File: src/rtl/serial_subtractor_8bit_pkg.sv
// ---------------------------------------------------------------------------
// serial_subtractor_8bit_pkg
//   Shared definitions for the bit-serial subtractor:
//     - DEFAULT_WIDTH : default operand/result width
//     - state_t       : control FSM encoding (IDLE, SHIFT, DONE)
//     - cnt_width()   : bit-counter width for a given operand width
// ---------------------------------------------------------------------------
package serial_subtractor_8bit_pkg;

  localparam int DEFAULT_WIDTH = 8;

  typedef enum logic [1:0] {
    IDLE  = 2'd0,
    SHIFT = 2'd1,
    DONE  = 2'd2
  } state_t;

  // The counter walks bit positions 0..width-1, so it needs clog2(width)
  // bits. A one-bit counter is kept as the floor so the vector stays legal.
  function automatic int cnt_width(input int width);
    return (width > 1) ? $clog2(width) : 1;
  endfunction

endpackage

File: src/rtl/FullAdder.sv
// ---------------------------------------------------------------------------
// FullAdder
//   One-bit full adder cell shared with the combinational ripple adder.
//   Ports:
//     a, b  : addend bits
//     cin   : carry in
//     s     : sum bit
//     cout  : carry out
// ---------------------------------------------------------------------------
module FullAdder (
  input  logic a,
  input  logic b,
  input  logic cin,
  output logic s,
  output logic cout
);

  assign s    = a ^ b ^ cin;
  assign cout = (a & b) | (a & cin) | (b & cin);

endmodule

File: src/rtl/serial_subtractor_8bit.sv
// ---------------------------------------------------------------------------
// serial_subtractor_8bit
//   Bit-serial two's-complement subtractor: diff = x - y - b_in, one bit per
//   clock, built around a single FullAdder cell computing x + ~y + ~b_in.
//
//   Ports:
//     clk       : rising-edge clock
//     rst       : asynchronous, active-high reset
//     start     : request; accepted only on an edge where the FSM is in IDLE
//                 or DONE
//     x, y      : minuend / subtrahend, latched on the accepting edge
//     b_in      : borrow in, latched on the accepting edge
//     busy      : high while the serial computation is in progress
//     done      : one-cycle pulse; diff/borrow/overflow valid from this cycle
//     diff      : registered result, held until the next completion
//     borrow    : unsigned borrow out (NOT of the final carry)
//     overflow  : signed overflow (carry into MSB XOR carry out of MSB)
//
//   Handshake: start acts as a request with implicit ready = !busy. A request
//   is taken on any rising edge where the block is idle or in its done cycle
//   (so back-to-back operations need no bubble); start while busy is ignored.
//   done is a single-cycle valid strobe; the result registers then hold their
//   value until the next done.
// ---------------------------------------------------------------------------
module serial_subtractor_8bit
  import serial_subtractor_8bit_pkg::*;
#(
  parameter int WIDTH = DEFAULT_WIDTH
) (
  input  logic             clk,
  input  logic             rst,
  input  logic             start,
  input  logic [WIDTH-1:0] x,
  input  logic [WIDTH-1:0] y,
  input  logic             b_in,
  output logic             busy,
  output logic             done,
  output logic [WIDTH-1:0] diff,
  output logic             borrow,
  output logic             overflow
);

  localparam int              CNT_W        = cnt_width(WIDTH);
  localparam logic [CNT_W-1:0] CNT_LAST     = CNT_W'(WIDTH - 1);
  localparam logic [CNT_W-1:0] CNT_MSB_PREV = CNT_W'(WIDTH - 2);
  localparam logic [CNT_W-1:0] CNT_ONE      = CNT_W'(1);

  // -------------------------------------------------------------------------
  // Control FSM
  // -------------------------------------------------------------------------
  state_t state;
  state_t state_next;
  logic   accept;
  logic   last_step;

  // Datapath registers
  logic [WIDTH-1:0] a_sh;
  logic [WIDTH-1:0] b_sh;
  logic [WIDTH-1:0] r_sh;
  logic             carry;
  logic             c_msb_in;
  logic [CNT_W-1:0] cnt;

  // FullAdder outputs for the bit currently at the bottom of the shifters
  logic fa_s;
  logic fa_cout;

  // The MSB is processed on the edge where the counter sits at WIDTH-1.
  assign last_step = (state == SHIFT) && (cnt == CNT_LAST);

  always_ff @(posedge clk or posedge rst) begin
    if (rst) begin
      state <= IDLE;
      busy  <= 1'b0;
      done  <= 1'b0;
    end else begin
      state <= state_next;
      // Status flags are registered copies of the next state so they carry
      // no combinational path from start.
      busy  <= (state_next == SHIFT);
      done  <= (state_next == DONE);
    end
  end

  always_comb begin
    state_next = state;
    accept     = 1'b0;
    case (state)
      IDLE: begin
        if (start) begin
          state_next = SHIFT;
          accept     = 1'b1;
        end
      end
      SHIFT: begin
        if (last_step) begin
          state_next = DONE;
        end
      end
      DONE: begin
        // Done lasts one cycle; a request here starts the next operation
        // immediately, otherwise fall back to idle.
        if (start) begin
          state_next = SHIFT;
          accept     = 1'b1;
        end else begin
          state_next = IDLE;
        end
      end
      default: begin
        state_next = IDLE;
      end
    endcase
  end

  // -------------------------------------------------------------------------
  // Serial datapath
  // -------------------------------------------------------------------------
  FullAdder u_full_adder (
    .a    (a_sh[0]),
    .b    (b_sh[0]),
    .cin  (carry),
    .s    (fa_s),
    .cout (fa_cout)
  );

  always_ff @(posedge clk or posedge rst) begin
    if (rst) begin
      a_sh     <= '0;
      b_sh     <= '0;
      r_sh     <= '0;
      carry    <= 1'b0;
      c_msb_in <= 1'b0;
      cnt      <= '0;
      diff     <= '0;
      borrow   <= 1'b0;
      overflow <= 1'b0;
    end else if (accept) begin
      // Subtraction as x + ~y + ~b_in: the inverted borrow seeds the carry.
      a_sh     <= x;
      b_sh     <= ~y;
      r_sh     <= '0;
      carry    <= ~b_in;
      c_msb_in <= 1'b0;
      cnt      <= '0;
    end else if (state == SHIFT) begin
      a_sh  <= a_sh >> 1;
      b_sh  <= b_sh >> 1;
      r_sh  <= {fa_s, r_sh[WIDTH-1:1]};
      carry <= fa_cout;
      cnt   <= cnt + CNT_ONE;

      // Carry out of bit WIDTH-2 is the carry into the MSB, needed later
      // for the signed overflow flag.
      if (cnt == CNT_MSB_PREV) begin
        c_msb_in <= fa_cout;
      end

      // The result registers only move on the completing edge, with the
      // MSB sum bit taken straight from the adder.
      if (last_step) begin
        diff     <= {fa_s, r_sh[WIDTH-1:1]};
        borrow   <= ~fa_cout;
        overflow <= c_msb_in ^ fa_cout;
      end
    end
  end

endmodule
File: config.mk
export PLATFORM = sky130hd
export DESIGN_NAME = serial_subtractor_8bit
export DESIGN_NICKNAME = d
export VERILOG_FILES = /design/src/rtl/serial_subtractor_8bit_pkg.sv /design/src/rtl/FullAdder.sv /design/src/rtl/serial_subtractor_8bit.sv
export SDC_FILE = /design/constraint.sdc
export NUM_CORES = 1
export LEC_CHECK = 0
export BUFFER_PORTS_ARGS = -buffer_cell sky130_fd_sc_hd__buf_2
export CAP_MARGIN = 0
export CORE_MARGIN = 2
export CORE_UTILIZATION = 55
export CTS_BUF_LIST = sky130_fd_sc_hd__clkbuf_2 sky130_fd_sc_hd__clkbuf_4 sky130_fd_sc_hd__clkbuf_8
export CTS_CLUSTER_SIZE = 40
export DETAILED_ROUTE_END_ITERATION = 12
export PLACE_DENSITY_LB_ADDON = 0.12
export RECOVER_POWER = 50
export SETUP_SLACK_MARGIN = 0.3
export SYNTH_ARGS = -nofsm -noshare
export SYNTH_HDL_FRONTEND = slang
export SYNTH_HIERARCHICAL = 1
export SYNTH_SLANG_ARGS = --single-unit
File: constraint.sdc
create_clock -name clk -period 1.9 [get_ports clk]
set_input_delay 0.19 -clock clk [delete_from_list [all_inputs] [get_ports clk]]
set_output_delay 0.19 -clock clk [all_outputs]
set_load 0.02 [all_outputs]
==> impl_results.md <==
* Die X at 59.7 um
* Initial Util at 56.9%
* DR pass1 iterations at 4
* Setup slack, reg-to-reg at 0.37 ns
* Via Count at 1157
* Worst hold path type: primary input to flop
* Worst Setup End Kind: flop
* Clk buf depth at 2
* DPL Wire Length at 1.91 mm
* Synthesized area per cell at 12.7 um^2
* Max_cap viols at 0
* GRT overflow at 0
* Worst Path Class, Setup: flop to flop
* Warnings, synthesis at 6
* Placement row count at 20
* Pwr dens at 1650 nW/um^2
* Finished Cell Area at 1990 um^2
* Pre-CTS WS at 0.191 ns
* Initial DRC count at 33
* #FFs+latches synth at 42
* Worst R2R End: diff[6]$_DFFE_PP0P_
* Number of vias per cell at 5.59
* Routed length per instance at 14.0 um
* Top-level port count at 32
* Finished Layout Cells at 207
* GRT Total Usage at 19.1%
* P_leak at 1.01 nW
* Fraction of layout instances using a drive strength above 1 at 29.3%
* Die Ht at 59.7 um
* Final Hold Vio Count at 0
* First-pass GRT wire length at 4.93 mm
* Routed Antenna Nets at 0
* IO buf count at 31
* Fin Setup TNS at 0 ns
* DRC Markers at 0
* Cell variety after synth at 25
* R2R cell count at 5
* Max Clock Skew at 0.0126 ns
* Reg-to-reg startpoint: cnt[0]$_DFFE_PP0P_
* Share of the synthesized area in the top cell type at 61.5%
* DP Area at 1890 um^2
* CP required at 2.14 ns
* Post-Syn Area at 1710 um^2
* Placer congestion estimate at 0.715
* Hold Slack at 0.0595 ns
* Clock slew at reported path FFs at 0.12 ns
* H-tree depth at 2
* VDD IR max at 0.000723 V
* RSZ-0062 raised after global routing: yes
* Crit path max fanout at 4
* Syn Nets at 158
* Post-Place Cells at 194
* Max_slew headroom at 34.4%
* CP endpoint: diff[6]$_DFFE_PP0P_
* Data arrival, critical path at 1.77 ns
* DRT Wirelength at 2.90 mm
* Clock sinks at 42
* Core region area at 3000 um^2
* Fin crit share at 80.4%
* Crit path launch type: flop
* Least-Margin Pin Slew at 0.985 ns
* Die area at 3570 um^2
* Initial antenna violation count at 0
* Vias in the first global route at 1118
* Synth area leader: dfrtp_1
* Min cycle time layout at 1.53 ns
* Root Buffer Master: clkbuf_4
* Largest net degree at the start of global routing at 43
* Final nets at 197
* Seq/Total Area, Yosys at 61.5%
* Outcome: completed
* Synth-to-Final Area Change at 16.6%
* Top post-synthesis cells by area: dfrtp_1 (62%), mux2_2 (5.3%), a22o_1 (4.6%), a221o_1 (4.1%), a22oi_1 (3.1%)
* Worst skew pair latency at 0.35 ns
* Fmax at 0.655 GHz
* Final worst slack at 0.372 ns
* # setup viols final at 0
* Cells after Synth at 134
* Crit path launch: cnt[0]$_DFFE_PP0P_
* Antenna Cells at 0
* Slew Limit Fails at 0
* CTS tree: built
* TritonCTS Buffers at 5
[critical path, stage by stage (launching register included)]
cell and delay (ns):
dfrtp_1 0.42, ha_1 0.21, ha_1 0.20, nand3b_1 0.12
buf_4 0.15, mux2_2 0.32
[cells in the mapped netlist]
master,instances
mux2i_1,2
nor2_1,7
a221o_1,7
a21oi_1,1
buf_4,3
nor2_4,1
nand4_1,1
nand3_1,8
inv_1,4
nor2b_1,2
clkbuf_1,1
buf_6,1
buf_2,4
nand2b_1,2
nand3b_1,1
a22o_1,9
xnor2_1,1
o21ai_0,6
mux2_2,8
ha_1,3
dfrtp_1,42
a22oi_1,7
nand2_1,10
fa_1,1
o2bb2ai_1,2
[metrics by stage]
step,power [W],util [%]
after floorplan,0.00253,-
after global placement,0.00280,62.8
after detailed placement,0.00285,62.8
after CTS,0.00333,66.5
after global routing,0.00355,66.3
final,0.00329,66.3
[cell type report]
cell class	count	area, um^2
clock inverter	1	5.00
fill	262	1010
clock buffer	7	58.8
multi-input combinational	79	589
sequential	42	1050
tap	33	41.3
inverter	4	15.0
timing repair buffer	41	231
[state kept, by name, indices dropped and copies added (netlist names), 2 cells and up]
| register | count |
|---|---|
| cnt | 3 |
| diff | 8 |
| b_sh | 8 |
| r_sh | 7 |
| a_sh | 8 |
| state | 2 |
[layout by cell type (no fill, tap or decap), types with 2 or more instances in the layout]
cell,instances
mux2_2,8
nand3_1,8
nor2_1,7
a221o_1,7
o2bb2ai_1,2
ha_1,3
nand2_1,10
clkbuf_4,6
dlygate4sd3_1,3
inv_1,4
buf_2,25
buf_4,5
a22o_1,9
mux2i_1,2
a22oi_1,7
o21ai_0,6
dfrtp_1,42
clkbuf_1,6
[kinds of logic after synthesis]
logic type                 share of synthesized area (%)
adders and majority gates                           3.37
muxes                                               6.45
buffers and inverters                               4.25
and+or+nand+nor                                     9.01
xor gates and xnor gates                           0.513
DFF                                                 61.5
AOI/OAI and AO/OA                                   14.9
[worst min path at each step]
stage | end | slack, ns | from | depth (start not counted)
floorplan | b_sh[7]$_DFFE_PP0P_ | 0.27 | y[7] | 1
CTS | a_sh[7]$_DFFE_PP0P_ | 0.05 | x[7] | 2
finish | a_sh[6]$_DFFE_PP0P_ | 0.06 | x[6] | 3
detailed placement | done$_DFF_PP0_ | 0.34 | rst | 3
global placement | done$_DFF_PP0_ | 0.33 | rst | 3
global route | a_sh[7]$_DFFE_PP0P_ | 0.05 | x[7] | 2
[routing by layer]
layer  global-route usage (%)  up-vias  share of wire (%)
met5                        0        -                  0
met4                     6.67        0                1.4
met3                     7.14        6                4.6
met2                     29.7       24                 48
met1                     24.6      565                 46
li1                         -      562                  -
[what timing repair did]
item | CTS | global route
endpoints found under the hold margin | 44 | 0
buffers inserted | 2 | 0
hold buffers | 3 | 0
resized for setup | 0 | 2
endpoints found under the setup margin | 10 | 7
pin swaps | 1 | 0
[power breakdown]
part,switching [W],internal (W),total (W)
Sequential,0.000237,0.00129,0.00153
Combinational,0.000711,0.000593,0.00130
Clock,0.000263,0.000194,0.000457
No activity file was read; power rests on OpenSTA's default activity.
